[src/rtl/rob_pkg.sv]
// Shared core definitions used by the ROB and the RAT.
// Provides the default machine sizes and the per-entry status struct.
// The status struct contains no width-dependent fields, so it stays correct
// when a block overrides the size parameters. Destination and result fields
// are kept in separate parameterized arrays inside the ROB.
package rob_pkg;

    localparam int CORE_ROB_DEPTH      = 8;
    localparam int CORE_GPR_ADDR_WIDTH = 5;
    localparam int CORE_DATA_WIDTH     = 32;

    typedef struct packed {
        logic valid;
        logic done;
        logic dst_wen;
        logic br_taken;
        logic exp;
    } rob_entry_t;

endpackage

[src/rtl/rob_ptr.sv]
// Wrap-bit circular pointer used for the ROB head and tail.
// The pointer is TW+1 bits wide. The MSB flips on each wrap, so equal
// indices with different wrap bits mean the buffer is full.
// Ports:
//   clk, rst_n : clock, asynchronous active-low reset
//   clr        : return the pointer to zero (has priority over inc)
//   inc        : advance the pointer by one
//   ptr        : current pointer value, {wrap, index}
module rob_ptr #(
    parameter int TW = 3
) (
    input  logic        clk,
    input  logic        rst_n,
    input  logic        clr,
    input  logic        inc,
    output logic [TW:0] ptr
);

    always_ff @(posedge clk or negedge rst_n) begin
        if (!rst_n)
            ptr <= '0;
        else if (clr)
            ptr <= '0;
        else if (inc)
            ptr <= ptr + (TW+1)'(1);
    end

endmodule

[src/rtl/rob.sv]
// Reorder buffer for the out-of-order core.
// Tags are allocated in program order and the allocate side of the RAT is
// driven from them. Writeback results arrive out of order and are recorded
// against their tag. Entries retire in order, one per cycle, and drive the
// RAT and the GPR file on retire. When a retiring entry is a taken branch or
// has an exception, the ROB flushes everything at the end of that cycle.
// Ports:
//   alloc_*                     : dispatch request, destination, alloc_ready
//   allocate_en, rob_alloc_*    : RAT allocate strobe, tag and passthroughs
//   wb_*                        : execution-unit writeback
//   rs1_*/rs2_*                 : combinational operand lookup by tag
//   commit_dst_en, rob_commit_* : retiring entry; all zero when none retires
module rob
    import rob_pkg::*;
#(
    parameter  int ROB_DEPTH      = CORE_ROB_DEPTH,
    parameter  int GPR_ADDR_WIDTH = CORE_GPR_ADDR_WIDTH,
    parameter  int DATA_WIDTH     = CORE_DATA_WIDTH,
    localparam int TW             = $clog2(ROB_DEPTH)
) (
    input  logic                      clk,
    input  logic                      rst_n,
    // allocate
    input  logic                      alloc_req,
    input  logic [GPR_ADDR_WIDTH-1:0] alloc_dst_addr,
    input  logic                      alloc_dst_wen,
    output logic                      alloc_ready,
    output logic                      allocate_en,
    output logic [TW-1:0]             rob_alloc_tag_2rat,
    output logic [GPR_ADDR_WIDTH-1:0] rob_alloc_dst_addr_2rat,
    output logic                      rob_alloc_dst_wen_2rat,
    // writeback
    input  logic                      wb_en,
    input  logic [TW-1:0]             wb_tag,
    input  logic [DATA_WIDTH-1:0]     wb_data,
    input  logic                      wb_br_taken,
    input  logic                      wb_exp,
    // operand lookup
    input  logic [TW-1:0]             rs1_tag,
    input  logic [TW-1:0]             rs2_tag,
    output logic                      rs1_done,
    output logic                      rs2_done,
    output logic [DATA_WIDTH-1:0]     rs1_data,
    output logic [DATA_WIDTH-1:0]     rs2_data,
    // commit
    output logic                      commit_dst_en,
    output logic [GPR_ADDR_WIDTH-1:0] rob_commit_dst_addr_2rat,
    output logic [TW-1:0]             rob_commit_Paddr,
    output logic [DATA_WIDTH-1:0]     rob_commit_data,
    output logic                      rob_commit_br_taken,
    output logic                      rob_commit_exp_en
);

    logic [TW:0]   head, tail;
    logic [TW-1:0] head_idx, tail_idx;

    rob_entry_t [ROB_DEPTH-1:0]                     ent;
    logic       [ROB_DEPTH-1:0][GPR_ADDR_WIDTH-1:0] dst_addr;
    logic       [ROB_DEPTH-1:0][DATA_WIDTH-1:0]     data;

    logic full, commit_fire, flush, wb_hit;

    assign head_idx = head[TW-1:0];
    assign tail_idx = tail[TW-1:0];

    assign full        = (head_idx == tail_idx) && (head[TW] != tail[TW]);
    assign commit_fire = ent[head_idx].valid & ent[head_idx].done;
    // Writebacks to entries that are not live (stale or never allocated) are dropped.
    assign wb_hit      = wb_en & ent[wb_tag].valid;

    // ---------------- commit side ----------------
    assign commit_dst_en            = commit_fire & ent[head_idx].dst_wen;
    assign rob_commit_dst_addr_2rat = commit_fire ? dst_addr[head_idx] : '0;
    assign rob_commit_Paddr         = commit_fire ? head_idx : '0;
    assign rob_commit_data          = commit_fire ? data[head_idx] : '0;
    assign rob_commit_br_taken      = commit_fire & ent[head_idx].br_taken;
    assign rob_commit_exp_en        = commit_fire & ent[head_idx].exp;

    assign flush = rob_commit_br_taken | rob_commit_exp_en;

    // ---------------- allocate side ----------------
    // A slot freed by this cycle's commit only becomes usable next cycle.
    // This keeps alloc_ready independent of the commit decision.
    assign alloc_ready             = !full & !flush;
    assign allocate_en             = alloc_req & alloc_ready;
    assign rob_alloc_tag_2rat      = tail_idx;
    assign rob_alloc_dst_addr_2rat = alloc_dst_addr;
    assign rob_alloc_dst_wen_2rat  = alloc_dst_wen;

    // ---------------- operand lookup ----------------
    assign rs1_done = ent[rs1_tag].valid & ent[rs1_tag].done;
    assign rs2_done = ent[rs2_tag].valid & ent[rs2_tag].done;
    assign rs1_data = rs1_done ? data[rs1_tag] : '0;
    assign rs2_data = rs2_done ? data[rs2_tag] : '0;

    // ---------------- pointers ----------------
    rob_ptr #(.TW(TW)) u_head (
        .clk   (clk),
        .rst_n (rst_n),
        .clr   (flush),
        .inc   (commit_fire & !flush),
        .ptr   (head)
    );

    rob_ptr #(.TW(TW)) u_tail (
        .clk   (clk),
        .rst_n (rst_n),
        .clr   (flush),
        .inc   (allocate_en),
        .ptr   (tail)
    );

    // ---------------- entry state ----------------
    // A commit and an allocation cannot target the same slot. A valid head
    // at the tail index means the buffer is full, and that blocks the
    // allocation. A writeback cannot hit the slot being allocated, because
    // that slot is still invalid.
    always_ff @(posedge clk or negedge rst_n) begin
        if (!rst_n) begin
            ent      <= '0;
            dst_addr <= '0;
            data     <= '0;
        end else if (flush) begin
            for (int i = 0; i < ROB_DEPTH; i++) begin
                ent[i].valid <= 1'b0;
                ent[i].done  <= 1'b0;
            end
        end else begin
            if (wb_hit) begin
                ent[wb_tag].done     <= 1'b1;
                ent[wb_tag].br_taken <= wb_br_taken;
                ent[wb_tag].exp      <= wb_exp;
                data[wb_tag]         <= wb_data;
            end
            if (commit_fire)
                ent[head_idx].valid <= 1'b0;
            if (allocate_en) begin
                ent[tail_idx].valid    <= 1'b1;
                ent[tail_idx].done     <= 1'b0;
                ent[tail_idx].dst_wen  <= alloc_dst_wen;
                ent[tail_idx].br_taken <= 1'b0;
                ent[tail_idx].exp      <= 1'b0;
                dst_addr[tail_idx]     <= alloc_dst_addr;
            end
        end
    end

endmodule

[config.mk]
export PLATFORM = sky130hd
export DESIGN_NAME = rob
export DESIGN_NICKNAME = d
export VERILOG_FILES = /design/src/rtl/rob_pkg.sv /design/src/rtl/rob_ptr.sv /design/src/rtl/rob.sv
export SDC_FILE = /design/constraint.sdc
export NUM_CORES = 1
export LEC_CHECK = 0
export CORE_MARGIN = 2
export CORE_UTILIZATION = 40
export CTS_BUF_LIST = sky130_fd_sc_hd__clkbuf_8 sky130_fd_sc_hd__clkbuf_16
export DETAILED_ROUTE_END_ITERATION = 8
export PLACE_DENSITY = 0.61
export SLEW_MARGIN = 25
export SYNTH_ARGS = -nofsm -noshare
export SYNTH_HDL_FRONTEND = slang
export SYNTH_SLANG_ARGS = --single-unit
export TNS_END_PERCENT = 1
[constraint.sdc]
create_clock -name clk -period 7.05 [get_ports clk]
set_clock_uncertainty 0.1 [all_clocks]
set_input_delay 1.41 -clock clk [delete_from_list [all_inputs] [get_ports clk]]
set_output_delay 1.41 -clock clk [all_outputs]
set_load 0.01 [all_outputs]
=== Word-level counts from Yosys, hierarchy flattened ===
Cells that the tools add are included.

* Word-level logic and storage cells: 163
* Output and inout port bits: 120
* Register bits after elaboration: 344
* Input port bits: 53

* Bitwise logic cells: 12
* Reductions and logical operators: 10
* Eq/ne operators: 2
* $lt $le $gt $ge: 8
* Mux-type cells: 71
* $add $sub $neg: 2

{| class="wikitable"
|+ Operators with widths
! operator !! number
|-
| bitwise mux 40 bit || 10
|-
| binary-select mux 32 bit (select 3 bit) || 3
|-
| bitwise mux 256 bit || 1
|-
| two-way mux 32 bit || 7
|-
| two-way mux 40 bit || 5
|-
| demux 5 bit (select 3 bit) || 10
|-
| demux 32 bit (select 3 bit) || 1
|-
| binary-select mux 5 bit (select 3 bit) || 5
|-
| two-way mux 5 bit || 9
|-
| two-way mux 4 bit || 6
|-
| < comparator 3 x 4 -> 1 bit, second input constant || 5
|-
| two-way mux 2 bit || 10
|-
| bitwise AND 1 bit || 10
|-
| >= comparator 3 x 1 -> 1 bit, second input constant || 3
|-
| adder 4 x 1 -> 4 bit, second input constant || 2
|-
| two-way mux 3 bit || 2
|-
| logical AND 1 bit || 4
|-
| AND reduction 2 bit || 2
|-
| nonzero test 2 bit || 2
|-
| == test 3 bit || 1
|-
| logical NOT 1 bit || 2
|-
| two-way mux 1 bit || 2
|-
| != test 1 bit || 1
|-
| NOT 1 bit || 1
|-
| OR 1 bit || 1
|}

=== Longest topological paths before layout ===
* Depth after elaboration: 19
* Depth in mapped cells: 11
* Gate-level depth less buffers: 6

=== By module ===
From an unflattened synthesis, not the netlist that was laid out.

* Cell total of the unflattened synthesis: 1363
* Area total of the unflattened synthesis: 20134.3 µm²

{| class="wikitable"
|+ Modules (own cells, without submodules)
! module !! area each (µm²) !! times used !! cells each !! sequential area each (µm²)
|-
| rob || 19748.9 || 1 || 1331 || 8408.1
|-
| rob_ptr || 192.7 || 2 || 16 || 100.1
|}

=== Least setup slack after synthesis ===
OpenSTA, ideal clock, no wires.

* Path type: input to output
* Start: input port rs1_tag[0]
* End: output port rs1_data[10]
* Setup slack: 2.368 ns
* Arrival: 3.172 ns
* Path buffers: 3
* Stages: 5
* Required time: 5.540 ns
* Path through: clkbuf_1 > buf_1 > mux2_2 > clkbuf_1 > nor2_1

* Cells in the longest elaborated chain, start to end: 4
* Elaborated cells on any way between the ends: 6
* Classes of those cells: 5 x mux; 1 x bitwise

{| class="wikitable"
|+ Ends and longest elaborated chain
! element !! line !! text
|-
| start: declaration || rob.sv:39 || <nowiki>input logic [TW-1:0] rs1_tag,</nowiki>
|-
| binary-select mux 5 bit (select 3 bit) || rob.sv:91 || <nowiki>assign rs1_done = ent[rs1_tag].valid & ent[rs1_tag].done;</nowiki>
|-
| two-way mux 5 bit (implied by the code) || rob.sv:91 ||
|-
| bitwise AND 1 bit || rob.sv:91 ||
|-
| two-way mux 32 bit (*) || rob.sv:93 || <nowiki>assign rs1_data = rs1_done ? data[rs1_tag] : '0;</nowiki>
|-
| end: declaration || rob.sv:43 || <nowiki>output logic [DATA_WIDTH-1:0] rs1_data,</nowiki>
|}

Every way passes the cells marked *; elsewhere a longest branch is shown, timed or not. The select of a mux whose other input is x is not followed.

=== Worst setup path after layout ===
* Start: register u_head.ptr[2]
* End: output port allocate_en

* Cells in the longest elaborated chain, start to end: 8
* Elaborated cells on any way between the ends: 12
* Classes of those cells: 1 x eq/ne; 2 x mux; 6 x bitwise; 3 x reduce/logical

{| class="wikitable"
|+ Ends and longest elaborated chain
! element !! line !! text
|-
| start: declaration || rob_ptr.sv:16 || <nowiki>output logic [TW:0] ptr</nowiki>
|-
| start signal: assignment || rob_ptr.sv:25 || <nowiki>ptr <= ptr + (TW+1)'(1);</nowiki>
|-
| binary-select mux 5 bit (select 3 bit) || rob.sv:67, rob.sv:76, rob.sv:77 ||
|-
| two-way mux 5 bit (implied by the code) || rob.sv:77 || <nowiki>assign rob_commit_exp_en = commit_fire & ent[head_idx].exp;</nowiki>
|-
| bitwise AND 1 bit || rob.sv:67 || <nowiki>assign commit_fire = ent[head_idx].valid & ent[head_idx].done;</nowiki>
|-
| bitwise AND 1 bit (on tied branches) || rob.sv:76, rob.sv:77 ||
|-
| OR 1 bit || rob.sv:79 || <nowiki>assign flush = rob_commit_br_taken | rob_commit_exp_en;</nowiki>
|-
| logical NOT 1 bit || rob.sv:84 || <nowiki>assign alloc_ready = !full & !flush;</nowiki>
|-
| bitwise AND 1 bit (*) || rob.sv:84 ||
|-
| bitwise AND 1 bit (*) || rob.sv:85 || <nowiki>assign allocate_en = alloc_req & alloc_ready;</nowiki>
|-
| end: declaration || rob.sv:28 || <nowiki>output logic allocate_en,</nowiki>
|}

Marked as above.

==> flow_summary_export.csv <==
group,metric,value,unit
outcome,status,"finished, final reports clean",
sta,slew_viol_final,0,
logic_synthesis,yosys-top-cells-count,"344 x dfrtp_1, 306 x mux2_2, 217 x mux4_2",
power,leakage,9.320,nW
sta,fmax,0.1822,GHz
sta,period_needed,5.488,ns
sta,hold_violations,0,
placed_design,place_hpwl,33.65,mm
global_route,grt_usage,22.28,%
logic_synthesis,ys_ff_latch,344,
global_route,grt_pass1_wl,85.53,mm
logic_synthesis,yosys.cell_types.count,38,
power,power_density,450.5,mW/mm^2
routing,wire_per_inst,25.06,um
clock_tree,cts_setup_buffers,0,
logic_synthesis,yosysSeqAreaShare,43.14,%
critical_path,cp_max_fo,32,
clock_tree,cts_buffers,41,
logic_synthesis,ys_async_sr_fraction,100.0,%
global_route,antenna_found_initial,8,
clock_tree,postCtsResizedCells,0,
floorplan,core_area,0.04905,mm^2
clock_tree,cts_tree,"built",
clock_tree,clkLatencyLatePin,0.56,ns
placed_design,place_inst,2168,
global_route,grt_max_degree,140,
clock_tree,cts_buffer_depth,3,
logic_synthesis,post-synth-top-area-cell,"dfrtp_1",
logic_synthesis,synthCells,1436,
floorplan,pin_count,173,
clock_tree,clk_pin_slew,0.06,ns
critical_path,r2r_setup_slack,2.49,ns
sta,fin_hold_ws,0.4005,ns
logic_synthesis,synth_edf_count,0,
floorplan,initial_utilization,40.68,%
routing,final_antenna_net_count,0,
routing,drc_errors,0,
logic_synthesis,synth_area_leaders,"dfrtp_1 43%, mux4_2 24%, mux2_2 17%",
min_path,min_from,"dst_addr[11]",
sta,fin_crit_sh,77.85,%
routing,drt_wl_total,56.37,mm
min_path,min_path_type,"register to register",
logic_synthesis,syn_area,0.01995,mm^2
sta,tns,0,ns
floorplan,dieArea,0.05169,mm^2
critical_path,crit_path_end_kind,"primary output",
layout,final_core_util,48.18,%
logic_synthesis,synth_top_flop_cell,"dfrtp_1",
logic_synthesis,synth_top_area_share,43.14,%
routing,dr.pass1.iters,5,
routing,drt-initial-drc-count,1036,
routing,vias_per_cell,5.871,
clock_tree,h-tree-depth,2,
logic_synthesis,synth.most_common_cell,"dfrtp_1",
global_route,grt_pass1_vias,13880,
sta,setup_viol,0,
logic_synthesis,syn_area_per_cell,13.90,um^2
layout,layout-drive-gt1-share,40.37,%
sta,rsz0062_at_grt,"no",
critical_path,cp-startpoint,"u_head.ptr[2]",
clock_tree,cts-root-buf,"clkbuf_16",
logic_synthesis,syn_nets,1491,
floorplan,die_x,227.4,um
global_route,grt-ovfl-total,0,
floorplan,row_count,81,
sta,relSlewSlack,26.95,%
sta,tightest_slew,1.093,ns
critical_path,cp.required,5.54,ns
critical_path,start_kind,"register",
layout,nNetsFinal,1602,
routing,vias,13200,
layout,syn2layout_area_growth,18.45,%
power,vdd_ir_drop_max,0.3141,mV
power,finalPower,0.01065,W
critical_path,arrival,3.98,ns
placed_design,port_buffers,172,
critical_path,worstReg2RegStart,"u_head.ptr[2]",
floorplan,die_h,227.4,um
layout,filler_cell_count,4305,
clock_tree,clkSinkCount,344,
critical_path,critPathKind,"register to primary output",
job,drv_cap,0,
clock_tree,cts_hold_buffers,0,
layout,finalNonFillerCells,2249,
logic_synthesis,yosysWarnings,0,
placed_design,gp_congestion,0.8349,
[worst paths after layout]
kind / end / cells after the start
max in group asynchronous: u_head.ptr[0] / 2
max reg2reg: data[210] / 8
min reg2reg: dst_addr[11] / 1
max: allocate_en / 6
min in group asynchronous: data[23] / 1
min: dst_addr[11] / 1
[power breakdown]
part / switching (W) / internal [W] / total (W)
Clock: 0.000863 / 0.00134 / 0.00220
Combinational: 0.00192 / 0.00270 / 0.00462
Sequential: 0.000868 / 0.00296 / 0.00383
[worst max-delay path: stages, from the launching register on]
cell and delay (ns):
dfrtp_2 0.40, inv_2 0.48, mux4_2 0.63, mux2_4 0.52, a21oi_4 0.74, nor2_1 0.12
clkdlybuf4s50_1 0.51
[registers in the layout, indices dropped and copies added, names as in the netlist]
register	count
data	256
dst_addr	40
ent	40
u_head.ptr	4
u_tail.ptr	4
[cells by family (layout without fill, tap and decap cells)]
kind of cell	after synthesis	in the layout	share of synthesized area, %
muxes	588	588	45.03
xor gates and xnor gates	8	8	0.3512
buffers and inverters	134	276	2.947
AOI/OAI and AO/OA	102	102	2.740
DFF	344	344	43.14
and+or+nand+nor	258	258	5.668
other	0	7	0
adders and majority gates	2	2	0.1254
[layout make-up]
type,instances,area [um^2],share of cell area [%]
clock buffer,50,1150,4.865
tap,664,830.8,3.515
antenna,7,17.52,0.07411
clock inverter,24,240.2,1.016
timing repair buffer,196,1944,8.227
multi-input combinational,958,10810,45.75
sequential,344,8617,36.46
inverter,6,22.52,0.09529
[layer usage]
metal / wire (um) / up-vias / global-route usage, %
li1: - / 5679 / -
met4: 1933 / 2 / 8.497
met3: 2839 / 121 / 3.795
met1: 24120 / 7006 / 29.73
met5: 12 / - / 0
met2: 27460 / 396 / 36.61
[cells in the final DEF, fill, tap and decap left out, drive strengths merged]
master,synthesis,final
a21o,1,1
a21oi,64,64
a32o,1,1
and2,4,4
and3,4,4
and3b,1,1
buf,81,31
bufinv,0,5
clkbuf,47,50
clkdlybuf4s50,0,165
clkinv,0,7
dfrtp,344,344
diode,0,7
ha,2,2
inv,6,18
mux2,307,307
mux2i,64,64
mux4,217,217
nand2,105,105
nand2b,3,3
nand3,22,22
nand3b,1,1
nand4,2,2
nor2,97,97
nor2b,8,8
nor3,6,6
nor4,1,1
o21a,5,5
o21ai,29,29
o31ai,2,2
or2,1,1
or3,3,3
xnor2,6,6
xor2,2,2
[stage by stage]
step	worst slack, ns	instance area, um^2
floorplan	2.368	19950
global placement	1.677	22210
detailed placement	1.611	22210
CTS	1.255	23600
global route	1.409	23630
finish	1.562	23640
Power figures use the tool's default switching activity.
